**config.mk**
```make
export PLATFORM = sky130hd
export DESIGN_NAME = sw_ptr_bank
export DESIGN_NICKNAME = d
export VERILOG_FILES = /design/src/rtl/sw_ptr_bank.sv
export SDC_FILE = /design/constraint.sdc
export NUM_CORES = 1
export LEC_CHECK = 0
export ABC_AREA = 1
export CAP_MARGIN = 0
export CORE_MARGIN = 4
export CORE_UTILIZATION = 51
export DETAILED_ROUTE_END_ITERATION = 8
export PLACE_DENSITY = 0.81
export SYNTH_ARGS = -nofsm -noshare
export SYNTH_HDL_FRONTEND = slang
export SYNTH_SLANG_ARGS = --single-unit
export TNS_END_PERCENT = 100
```
**constraint.sdc**
```tcl
create_clock -name clk -period 2.9 [get_ports clk]
set_input_delay 0.58 -clock clk [delete_from_list [all_inputs] [get_ports clk]]
set_output_delay 0.58 -clock clk [all_outputs]
set_load 0.01 [all_outputs]
```
**src/rtl/sw_ptr_bank.sv**
```systemverilog
// Passive TRN RX snooper: captures 1/2-DW host memory writes into NUM_PTRS 64-bit pointer slots.
// Define SW_PTR_BANK_UPD_STROBE_EN to enable the per-slot sw_ptr_upd pulses.
module sw_ptr_bank #(
    parameter int unsigned NUM_PTRS = 4,
    parameter int unsigned BAR_IDX  = 2,
    parameter logic [5:0]  BASE_DW  = 6'h10
) (
    input  logic                   clk,
    input  logic                   rst,
    input  logic [63:0]            trn_rd,
    input  logic [7:0]             trn_rrem_n,
    input  logic                   trn_rsof_n,
    input  logic                   trn_reof_n,
    input  logic                   trn_rsrc_rdy_n,
    input  logic [6:0]             trn_rbar_hit_n,
    output logic [64*NUM_PTRS-1:0] sw_ptr,
    output logic [NUM_PTRS-1:0]    sw_ptr_upd
);
    typedef enum logic [2:0] {IDLE, H32, D32, H64, D64, DROP} state_t;

    localparam logic [6:0] SPAN      = 7'(2 * NUM_PTRS);
    localparam logic [6:0] FMT_MWR32 = 7'b1000000;
    localparam logic [6:0] FMT_MWR64 = 7'b1100000;
    localparam logic [2:0] BAR_SEL   = 3'(BAR_IDX);

    state_t      state, state_n, cur;
    logic        len2_q, len2_n;
    logic [3:0]  fbe_q, fbe_n, lbe_q, lbe_n;
    logic [3:0]  slot_q, slot_n;
    logic        half_q, half_n;
    logic [31:0] data0_q, data0_n;

    logic        beat, sof, eof, hdr_ok, hit;
    logic [6:0]  fmt;
    logic [9:0]  len;
    logic [5:0]  addr, off;
    logic        commit, c_half;
    logic [3:0]  c_slot;
    logic [31:0] c_d0, c_d1;
    logic [7:0]  wmask;
    logic [63:0] wdata;
    logic        unused_ok;

    function automatic logic [31:0] swap(input logic [31:0] d);
        return {d[7:0], d[15:8], d[23:16], d[31:24]};
    endfunction

    assign beat   = !trn_rsrc_rdy_n;
    assign sof    = !trn_rsof_n;
    assign eof    = !trn_reof_n;
    // A SOF in any state abandons the current TLP and is decoded as a fresh header.
    assign cur    = sof ? IDLE : state;
    assign fmt    = trn_rd[62:56];
    assign len    = trn_rd[41:32];
    assign hdr_ok = !trn_rbar_hit_n[BAR_SEL] && (fmt == FMT_MWR32 || fmt == FMT_MWR64) &&
                    (len == 10'd1 || len == 10'd2);
    assign addr   = (cur == H32) ? trn_rd[39:34] : trn_rd[7:2];
    assign off    = addr - BASE_DW;
    assign hit    = (addr >= BASE_DW) && ({1'b0, off} < SPAN) && !(len2_q && addr[0]);

    always_comb begin
        state_n = state;
        len2_n  = len2_q;
        fbe_n   = fbe_q;
        lbe_n   = lbe_q;
        slot_n  = slot_q;
        half_n  = half_q;
        data0_n = data0_q;
        commit  = 1'b0;
        c_slot  = slot_q;
        c_half  = half_q;
        c_d0    = data0_q;
        c_d1    = '0;
        if (beat) begin
            unique case (cur)
                IDLE: if (sof) begin
                    len2_n = (len == 10'd2);
                    fbe_n  = trn_rd[3:0];
                    lbe_n  = trn_rd[7:4];
                    if (eof)
                        state_n = IDLE;
                    else if (hdr_ok)
                        state_n = (fmt == FMT_MWR64) ? H64 : H32;
                    else
                        state_n = DROP;
                end
                H32, H64: begin
                    slot_n  = off[4:1];
                    half_n  = addr[0];
                    data0_n = swap(trn_rd[31:0]);
                    if (!hit) begin
                        state_n = eof ? IDLE : DROP;
                    end else if (cur == H32 && !len2_q) begin
                        commit  = 1'b1;
                        c_slot  = off[4:1];
                        c_half  = addr[0];
                        c_d0    = swap(trn_rd[31:0]);
                        state_n = IDLE;
                    end else begin
                        state_n = eof ? IDLE : ((cur == H32) ? D32 : D64);
                    end
                end
                D32: begin
                    commit  = 1'b1;
                    c_d1    = swap(trn_rd[63:32]);
                    state_n = IDLE;
                end
                D64: begin
                    commit  = 1'b1;
                    c_d0    = swap(trn_rd[63:32]);
                    c_d1    = swap(trn_rd[31:0]);
                    state_n = IDLE;
                end
                DROP: if (eof) state_n = IDLE;
                default: state_n = IDLE;
            endcase
        end
        if (len2_q) begin
            wmask = {lbe_q, fbe_q};
            wdata = {c_d1, c_d0};
        end else begin
            wmask = c_half ? {fbe_q, 4'h0} : {4'h0, fbe_q};
            wdata = {c_d0, c_d0};
        end
    end

    always_ff @(posedge clk) begin
        if (rst) begin
            state   <= IDLE;
            len2_q  <= 1'b0;
            fbe_q   <= '0;
            lbe_q   <= '0;
            slot_q  <= '0;
            half_q  <= 1'b0;
            data0_q <= '0;
            sw_ptr  <= '0;
        end else begin
            state   <= state_n;
            len2_q  <= len2_n;
            fbe_q   <= fbe_n;
            lbe_q   <= lbe_n;
            slot_q  <= slot_n;
            half_q  <= half_n;
            data0_q <= data0_n;
            if (commit) begin
                for (int unsigned k = 0; k < NUM_PTRS; k++) begin
                    if (c_slot == 4'(k)) begin
                        for (int unsigned b = 0; b < 8; b++) begin
                            if (wmask[b]) sw_ptr[64*k + 8*b +: 8] <= wdata[8*b +: 8];
                        end
                    end
                end
            end
        end
    end

`ifdef SW_PTR_BANK_UPD_STROBE_EN
    always_ff @(posedge clk) begin
        if (rst) begin
            sw_ptr_upd <= '0;
        end else begin
            for (int unsigned k = 0; k < NUM_PTRS; k++) begin
                sw_ptr_upd[k] <= commit && (c_slot == 4'(k));
            end
        end
    end
`else
    assign sw_ptr_upd = '0;
`endif

    assign unused_ok = ^{trn_rrem_n, trn_rbar_hit_n, off};

endmodule

```
# Yosys cells after proc, flatten, opt, wreduce, memory -nomap -nowiden
# Index checks and enable logic that the tools add are counted.
# Widths: inputs -> output; s select.
word_totals:
  in_bits: 84
  out_inout_bits: 260
  ff_bits: 305
  wordCells: 142
classes:
  order_cmp: 2
  n_bitwise: 2
  add_sub_neg: 1
  mux: 34
  n_reduce_logical: 50
  eq_ne: 14
ops:
  columns: ["operator", "count"]
  rows:
  - ["$mux 32", 4]
  - ["$pmux 32 s2", 2]
  - ["$reduce_and 3->1", 34]
  - ["$mux 64", 1]
  - ["$mux 3", 10]
  - ["$mux 4", 4]
  - ["$mux 8", 2]
  - ["$eq 7x7->1 const B", 2]
  - ["$eq 10x1->1 const B", 1]
  - ["$eq 10x2->1 const B", 1]
  - ["$pmux 3 s3", 1]
  - ["$eq 4x2->1 const B", 2]
  - ["$mux 1", 7]
  - ["$eq 3x2->1 const B", 2]
  - ["$eq 3x3->1 const B", 2]
  - ["$ge 6x5->1 const B", 1]
  - ["$logic_and 1x1->1", 6]
  - ["$lt 6x4->1 const B", 1]
  - ["$mux 6", 1]
  - ["$sub 6x5->6 const B", 1]
  - ["$eq 4x1->1 const B", 1]
  - ["$logic_not 4->1", 1]
  - ["$ne 2x2->1 const B", 2]
  - ["$reduce_or 2->1", 2]
  - ["8 further kinds", 12]

# Depth between registers and ports, before layout
# Gate-level depths: netlist of run 1.
logic_depth:
  ltp_word: 13
  depth_mapped: 18
  ltp_nobuf: 16

# Worst setup path before layout of run 1
# Ideal clock, no wire load.
synth_timing:
  path_kind: "in2reg"
  startpoint: "input trn_rsof_n"
  endpoint: "register sw_ptr[3]"
  stages: 17
  setup_slack_ns: 0.432
  setup_ns: 0.115
  arrival_time_ns: 2.353
  path_buffers: 3
  path_cell_list: "nand2_2 nor2_8 nand2_4 buf_12 nand2_1 nand2_1 nand3_2 nor2_4 nand3_4 o21ai_4 nand2_4 nor2_8 buf_12 buf_6 nand3_1 nand2_1 nor2_1"
synth_between:
  elab_chain_cells: 13
  word_cells_on_any_way: 37
  cone_classes: "1 x add/sub; 2 x order compare; 4 x eq/ne; 21 x mux; 9 x reduce/logical"
synth_rtl:
  columns: ["element", "line", "rtl"]
  rows:
  - ["from (decl)", "12", "input logic trn_rsof_n,"]
  - ["$mux 3 (*)", "52", "assign cur = sof ? IDLE : state;"]
  - ["$eq 3x1->1", "57, 75, 93", null]
  - ["$mux 6", "57", "assign addr = (cur == H32) ? trn_rd[39:34] : trn_rd[7:2];"]
  - ["$sub 6x5->6", "58", "assign off = addr - BASE_DW;"]
  - ["$lt 6x4->1", "59", "assign hit = (addr >= BASE_DW) && ({1'b0, off} < SPAN) && !(len2_q && addr[0]);"]
  - ["$logic_and 1x1->1 (2 in series)", "59", null]
  - ["$mux 1", "91", "if (!hit) begin"]
  - ["$mux 1", "75", "unique case (cur)"]
  - ["$mux 1", "74", "if (beat) begin"]
  - ["$mux 8", "122", "wmask = c_half ? {fbe_q, 4'h0} : {4'h0, fbe_q};"]
  - ["$mux 8", "118", "if (len2_q) begin"]
  - ["$reduce_and 3->1 (no source line)", null, null]
  - ["to (signal, indexed assignment)", "149", "if (wmask[b]) sw_ptr[64*k + 8*b +: 8] <= wdata[8*b +: 8];"]
  - ["to (decl)", "16", "output logic [64*NUM_PTRS-1:0] sw_ptr,"]
# Every way passes the cells marked *; elsewhere a longest branch is shown, timed or not.
# A chain may end at the register's enable or synchronous reset.

# Worst setup path in the final report of run 1
layout_timing:
  startpoint: "input trn_rsof_n"
  endpoint: "register sw_ptr[64]"
# The elaborated chain is that of the path after synthesis.

==> flow_summary.json, run 1 <==
{
  "cts_buffers": 34,
  "wl_per_cell_um": 16.2,
  "synth_top_area_frac": 0.398,
  "fin_area_mm2": 0.0209,
  "worst_slew_pin_slew_ns": 0.501,
  "clock-sinks": 305,
  "worstSkewPairLatency_ns": 0.52,
  "fin_crit_ns": 2.78,
  "fp.dieW_um": 181,
  "finalSetupTns_ns": 0,
  "finalClockSkew_ns": 0.0114,
  "netlist_area_mm2": 0.0153,
  "cts_buffer_depth": 3,
  "grt_overflow": 0,
  "cts_root_buf": "clkbuf_16",
  "vias_per_cell": 5.13,
  "grtUsageTotal": 0.294,
  "die_y_um": 181,
  "synth_top_area_cell": "dfxtp_1",
  "outcome": "finished clean",
  "end_kind": "register",
  "startpoint": "trn_rsof_n",
  "antenna_found_initial": 1,
  "path_clk_slew_ns": 0.06,
  "whs_ns": 0.481,
  "r2r_cells": 15,
  "fin_ws_ns": 0.117,
  "critPathRequiredTime_ns": 3.30,
  "grt_setup_unrepaired": "true",
  "p_leak_nw": 10.0,
  "cp-endpoint": "sw_ptr[64]",
  "slew_headroom": 0.666,
  "firstDrtPassIters": 6,
  "grt_pass1_wl_um": 78500,
  "multi_input_area_mm2": 0.00738,
  "hp-class": "reg -> reg",
  "syn_inst": 2329,
  "dp_worst_setup_slack_ns": -0.376,
  "avgSynthCellArea_um2": 6.58,
  "r2r_setup_slack_ns": 0.25,
  "period_share": 0.959,
  "place_area_mm2": 0.0196,
  "dp.cells": 3050,
  "setup_violations": 0,
  "synth_area_leaders": "dfxtp_1 40%, nand2_1 17%, nor2_1 12%, inv_1 6.6%, a21oi_1 3.8%",
  "core-area_mm2": 0.0296,
  "ys_warn_count": 0,
  "finalPower_mw": 9.73,
  "die_area_mm2": 0.0329,
  "seq_area_frac_synth": 0.398,
  "power_density_mw_per_mm2": 466,
  "drv_cap": 0,
  "cp.arrival_ns": 3.18,
  "peakVddDrop_mv": 0.352,
  "synth-seq-cells": 305,
  "tritoncts": "done",
  "port_buffers": 325,
  "cp_max_fo": 28,
  "ant_nets": 0,
  "vias": 16000,
  "nets": 2784,
  "row_count": 63,
  "reg2reg_from": "state[1]",
  "drv_slew": 0,
  "initial_core_util": 0.517,
  "nFillCells": 2374,
  "wl_um": 50500,
  "drive_above_1_share": 0.126,
  "io_pins": 344,
  "register_area_mm2": 0.00611,
  "rr_endpoint": "sw_ptr[64]",
  "finalNonFillerCells": 3115,
  "critPathKind": "in -> reg",
  "syn_to_final_growth_pct": 36.1,
  "routabilityCongestion": 0.947,
  "dpl.hpwl_um": 37100,
  "post-route-drc-count": 0,
  "cts.htree.levels": 2,
  "finalHoldViolations": 0,
  "grt_pass1_vias": 14900,
  "critPathLaunchType": "input port",
  "finish.utilization": 0.704,
  "ys_types": 38,
  "max_freq_ghz": 0.359,
  "grt_max_degree": 76,
  "drtIter0Drc": 1472
}
## cell type report
class                      instances  area share
antenna                            1    0.000120
clock buffer                      45      0.0481
clock inverter                    15      0.0113
inverter                         276      0.0507
multi-input combinational       1627       0.353
sequential                       305       0.293
tap                              390      0.0234
timing repair buffer             456       0.221
## per-layer routing
metal  global-route usage  vias up  wire length (um)
met5                    0        -                 0
met4                0.112        0              2100
met1                0.375     7269             20300
li1                     -     7787                 -
met3               0.0581      138              4600
met2                0.492      780             23500
## critical path: stages
cell,delay [ns]
clkdlybuf4s50_1,0.47
nand2_2,0.16
nor2_8,0.07
nand2_4,0.16
buf_4,0.14
nand2_4,0.04
nand2_4,0.09
nand3_2,0.09
nor2_4,0.20
nand3_4,0.13
o21ai_4,0.14
nand2_4,0.13
nor2_8,0.16
buf_4,0.31
nand3_1,0.16
nand2_1,0.10
nor2_1,0.04
## report_power, final
part | leakage, nW | internal (mW) | switching, mW | total (mW)
combinational | 6.96 | 0.297 | 0.474 | 0.771
clock | 0.614 | 2.97 | 1.76 | 4.72
sequential | 2.46 | 4.21 | 0.0188 | 4.23
## sequential cells by signal, summed over array words and instances (netlist names)
name	cells
state	3
len2_q	1
lbe_q	4
slot_q	4
fbe_q	4
sw_ptr	256
half_q	1
data0_q	32
## what timing repair did
action | 4_1_cts | 5_1_grt
setup buffers | 0 | 4
hold endpoints to repair | 0 | 0
resized for setup | 0 | 9
hold buffers | 0 | 0
endpoints found under the setup margin | 0 | 68
## cells in the final DEF (no fill, tap or decap), types with 7 or more instances in the layout
| cell | n |
|---|---|
| a21oi_1 | 115 |
| a21oi_2 | 24 |
| buf_12 | 29 |
| buf_4 | 101 |
| clkbuf_16 | 35 |
| clkbuf_8 | 9 |
| clkdlybuf4s50_1 | 325 |
| dfxtp_1 | 305 |
| inv_1 | 265 |
| inv_2 | 7 |
| nand2_1 | 710 |
| nand2_2 | 50 |
| nand2_4 | 27 |
| nand3_1 | 102 |
| nor2_1 | 483 |
| nor2_2 | 7 |
| nor2_4 | 12 |
| nor2_8 | 8 |
| o21ai_0 | 31 |
| o22ai_1 | 23 |
## Yosys cell counts (all sizes together)
master	instances
a2111oi	1
a21oi	139
a31oi	2
and2	1
buf	86
bufinv	1
clkbuf	38
clkinv	2
conb	1
dfxtp	305
inv	273
nand2	789
nand3	110
nand3b	1
nand4	9
nor2	510
nor3	1
nor4	1
o211ai	3
o21ai	32
o22ai	23
or4	1
## worst min path at each step
stage,from,endpoint,slack (ns),cells past startpoint
2_1_floorplan,data0_q[0],data0_q[0],0.46,2
3_3_place_gp,sw_ptr[19],sw_ptr[19],0.46,2
3_5_place_dp,sw_ptr[20],sw_ptr[20],0.47,2
4_1_cts,sw_ptr[20],sw_ptr[20],0.48,2
5_1_grt,sw_ptr[200],sw_ptr[200],0.50,2
6_report,sw_ptr[200],sw_ptr[200],0.48,2
## logic make-up after synthesis
family / synth area share
flip-flops: 0.398
buffers and inverters: 0.124
AO/OA/AOI/OAI: 0.0747
AND/OR/NAND/NOR: 0.402
other: 0.000245
(Power assumes the default switching activity.)
==> inputs of run 2 (changes only) <==
Settings changed: PLACE_DENSITY 0.81 to 0.93.
==> run 2 against run 1 <==
- clock skew up 0.017 ns
- routed wire length is 4.7% higher
- first-iteration DRC count increased by 14%
- design area shrank 1.5%
- clock-buffer cell count is 5 lower
- global-route usage increased by 1.4 points
- critical endpoint is now sw_ptr[118]
==> flow_summary.json, run 2 (synthesis results as in run 1) <==
{
  "drive_above_1_share": 0.115,
  "worst_slew_pin_slew_ns": 0.590,
  "cp_max_fo": 13,
  "pwr-share-seq": 0.449,
  "regMostFlops": "sw_ptr",
  "p_switching_mw": 2.26,
  "grt_max_degree": 91,
  "vias_per_cell": 5.31,
  "finalHoldViolations": 0,
  "max_stage_delay_ns": 0.50,
  "io_pins": 344,
  "peakVddDrop_mv": 0.475,
  "critPathRequiredTime_ns": 3.36,
  "cp_common_cell": "nand2_1",
  "drtIter0Drc": 1673,
  "grtUsageTotal": 0.308,
  "finalSetupTns_ns": 0,
  "place_area_mm2": 0.0194,
  "largest_reg_flops": 256,
  "cp_num_buf_inv": 3,
  "power_density_mw_per_mm2": 459,
  "max_freq_ghz": 0.364,
  "final_cell_mix": "712 x nand2_1, 484 x nor2_1, 325 x clkdlybuf4s50_1, 305 x dfxtp_1, 266 x inv_1",
  "cts_buffer_depth": 3,
  "drv_slew": 0,
  "end_kind": "register",
  "r2r_setup_slack_ns": 0.27,
  "diodes": 0,
  "clock-sinks": 305,
  "mostFrequentLayoutCell": "nand2_1",
  "die_area_mm2": 0.0329,
  "slew_headroom": 0.607,
  "finish.utilization": 0.694,
  "wl_per_cell_um": 17.1,
  "cts.htree.levels": 1,
  "reg2reg_from": "state[1]",
  "grt_overflow": 0,
  "routabilityCongestion": 0.969,
  "core-area_mm2": 0.0296,
  "crit_chain": "clkdlybuf4s50_1, nand2_2, nor2_8, nand2_4, nand2_2, nand2_2, nor2_8, nand4_4, inv_1, buf_4, nand2_1, nand3_1, nand2_1, nand2_1, nand2_1, nor2_1, nor2_1",
  "port_buffers": 325,
  "syn_to_final_growth_pct": 34.1,
  "grt_setup_unrepaired": "false",
  "drv_cap": 0,
  "slowest_stage": "clkdlybuf4s50_1",
  "path_clk_slew_ns": 0.07,
  "switching_share": 0.240,
  "critPathKind": "in -> reg",
  "dpl.hpwl_um": 38800,
  "p_int_mw": 7.17,
  "cts_root_buf": "clkbuf_16",
  "row_count": 63,
  "cp.arrival_ns": 3.21,
  "combPwrFrac": 0.080,
  "nets": 2757,
  "wl_um": 52900,
  "initial_core_util": 0.517,
  "hp-class": "reg -> reg",
  "grt_pass1_vias": 16200,
  "p_leak_nw": 9.85,
  "die_y_um": 181,
  "fin_crit_ns": 2.75,
  "fp.dieW_um": 181,
  "outcome": "finished clean",
  "vias": 16400,
  "cp_top_family": "simple AND/OR/NAND/NOR gates",
  "critPathLaunchType": "input port",
  "reg.largest.list": "sw_ptr (256), data0_q (32)",
  "clkPwrFrac": 0.471,
  "finalClockSkew_ns": 0.0284,
  "ant_nets": 0,
  "hp-start": "sw_ptr[217]",
  "period_share": 0.948,
  "post-route-drc-count": 0,
  "startpoint": "trn_rsof_n",
  "setup_violations": 0,
  "fin_area_mm2": 0.0206,
  "tritoncts": "done",
  "finalPower_mw": 9.43,
  "grt_pass1_wl_um": 83800,
  "firstDrtPassIters": 6,
  "cts_buffers": 31,
  "antenna_found_initial": 2,
  "worstSkewPairLatency_ns": 0.58
}
-- run 2: changes by cell type in the layout (fill, tap and decap cells not counted), moves of 2 or more --
| cell | previous run | this run |
|---|---|---|
| buf_4 | 101 | 78 |
| clkbuf_16 | 35 | 31 |
| clkbuf_8 | 9 | 7 |
| clkinv_4 | 1 | 3 |
| nand2_1 | 710 | 712 |
| nand2_2 | 50 | 48 |
-- run 2: repair_timing --
action,4_1_cts,5_1_grt
endpoints found under the setup margin,0,2
gates resized for setup,0,2
hold endpoints to repair,0,0
hold buffers,0,0
buffers inserted,0,1
-- run 2: area by class of cell --
cell class	instances	area, um2
clock buffers	40	880
clock inverters	18	259
fillers	2201	9070
inverters	276	1060
multi-input cells	1627	7350
flip-flops and latches	305	6110
well taps	390	488
repair buffers	432	4420
-- run 2: path summary, 6_finish.rpt --
path / endpoint / cells after the start
setup / recovery: sw_ptr[118] / 17
hold / removal: sw_ptr[217] / 2
hold reg to reg: sw_ptr[217] / 2
setup reg to reg: sw_ptr[148] / 15
-- run 2: power by group through the flow --
stage | combinational, mW | clock, mW | sequential, mW
floorplan | 0.423 | 0 | 4.32
global placement | 0.716 | 0 | 4.32
detailed placement | 0.733 | 0 | 4.33
CTS | 0.738 | 4.46 | 4.23
global route | 0.811 | 4.64 | 4.23
finish | 0.756 | 4.44 | 4.23
-- run 2: stage by stage --
| stage | setup WS, ns | hold slack, ns | instances |
|---|---|---|---|
| 5_1_grt | 0.00630 | 0.515 | 3088 |
| 3_3_place_gp | -0.259 | 0.462 | 3029 |
| 6_report | 0.152 | 0.485 | 3088 |
| 2_1_floorplan | 0.432 | 0.463 | 2332 |
| 4_1_cts | 0.191 | 0.486 | 3087 |
| 3_5_place_dp | -0.336 | 0.469 | 3029 |
-- run 2: worst register-to-register path: cells and delay by family, from the launching register on --
| kind | cells | cell delay (ns) |
|---|---|---|
| compound gates | 1 | 0.13 |
| flops | 1 | 0.41 |
| buf+inv | 4 | 0.73 |
| simple gates | 10 | 1.30 |
-- run 2: layer usage --
layer  global-route usage  share of wire  vias up
met5                    0        0.00032        -
met4                0.142          0.055        2
met3               0.0541          0.096      213
met2                0.532           0.47      965
met1                0.373           0.38     7493
li1                     -              -     7732
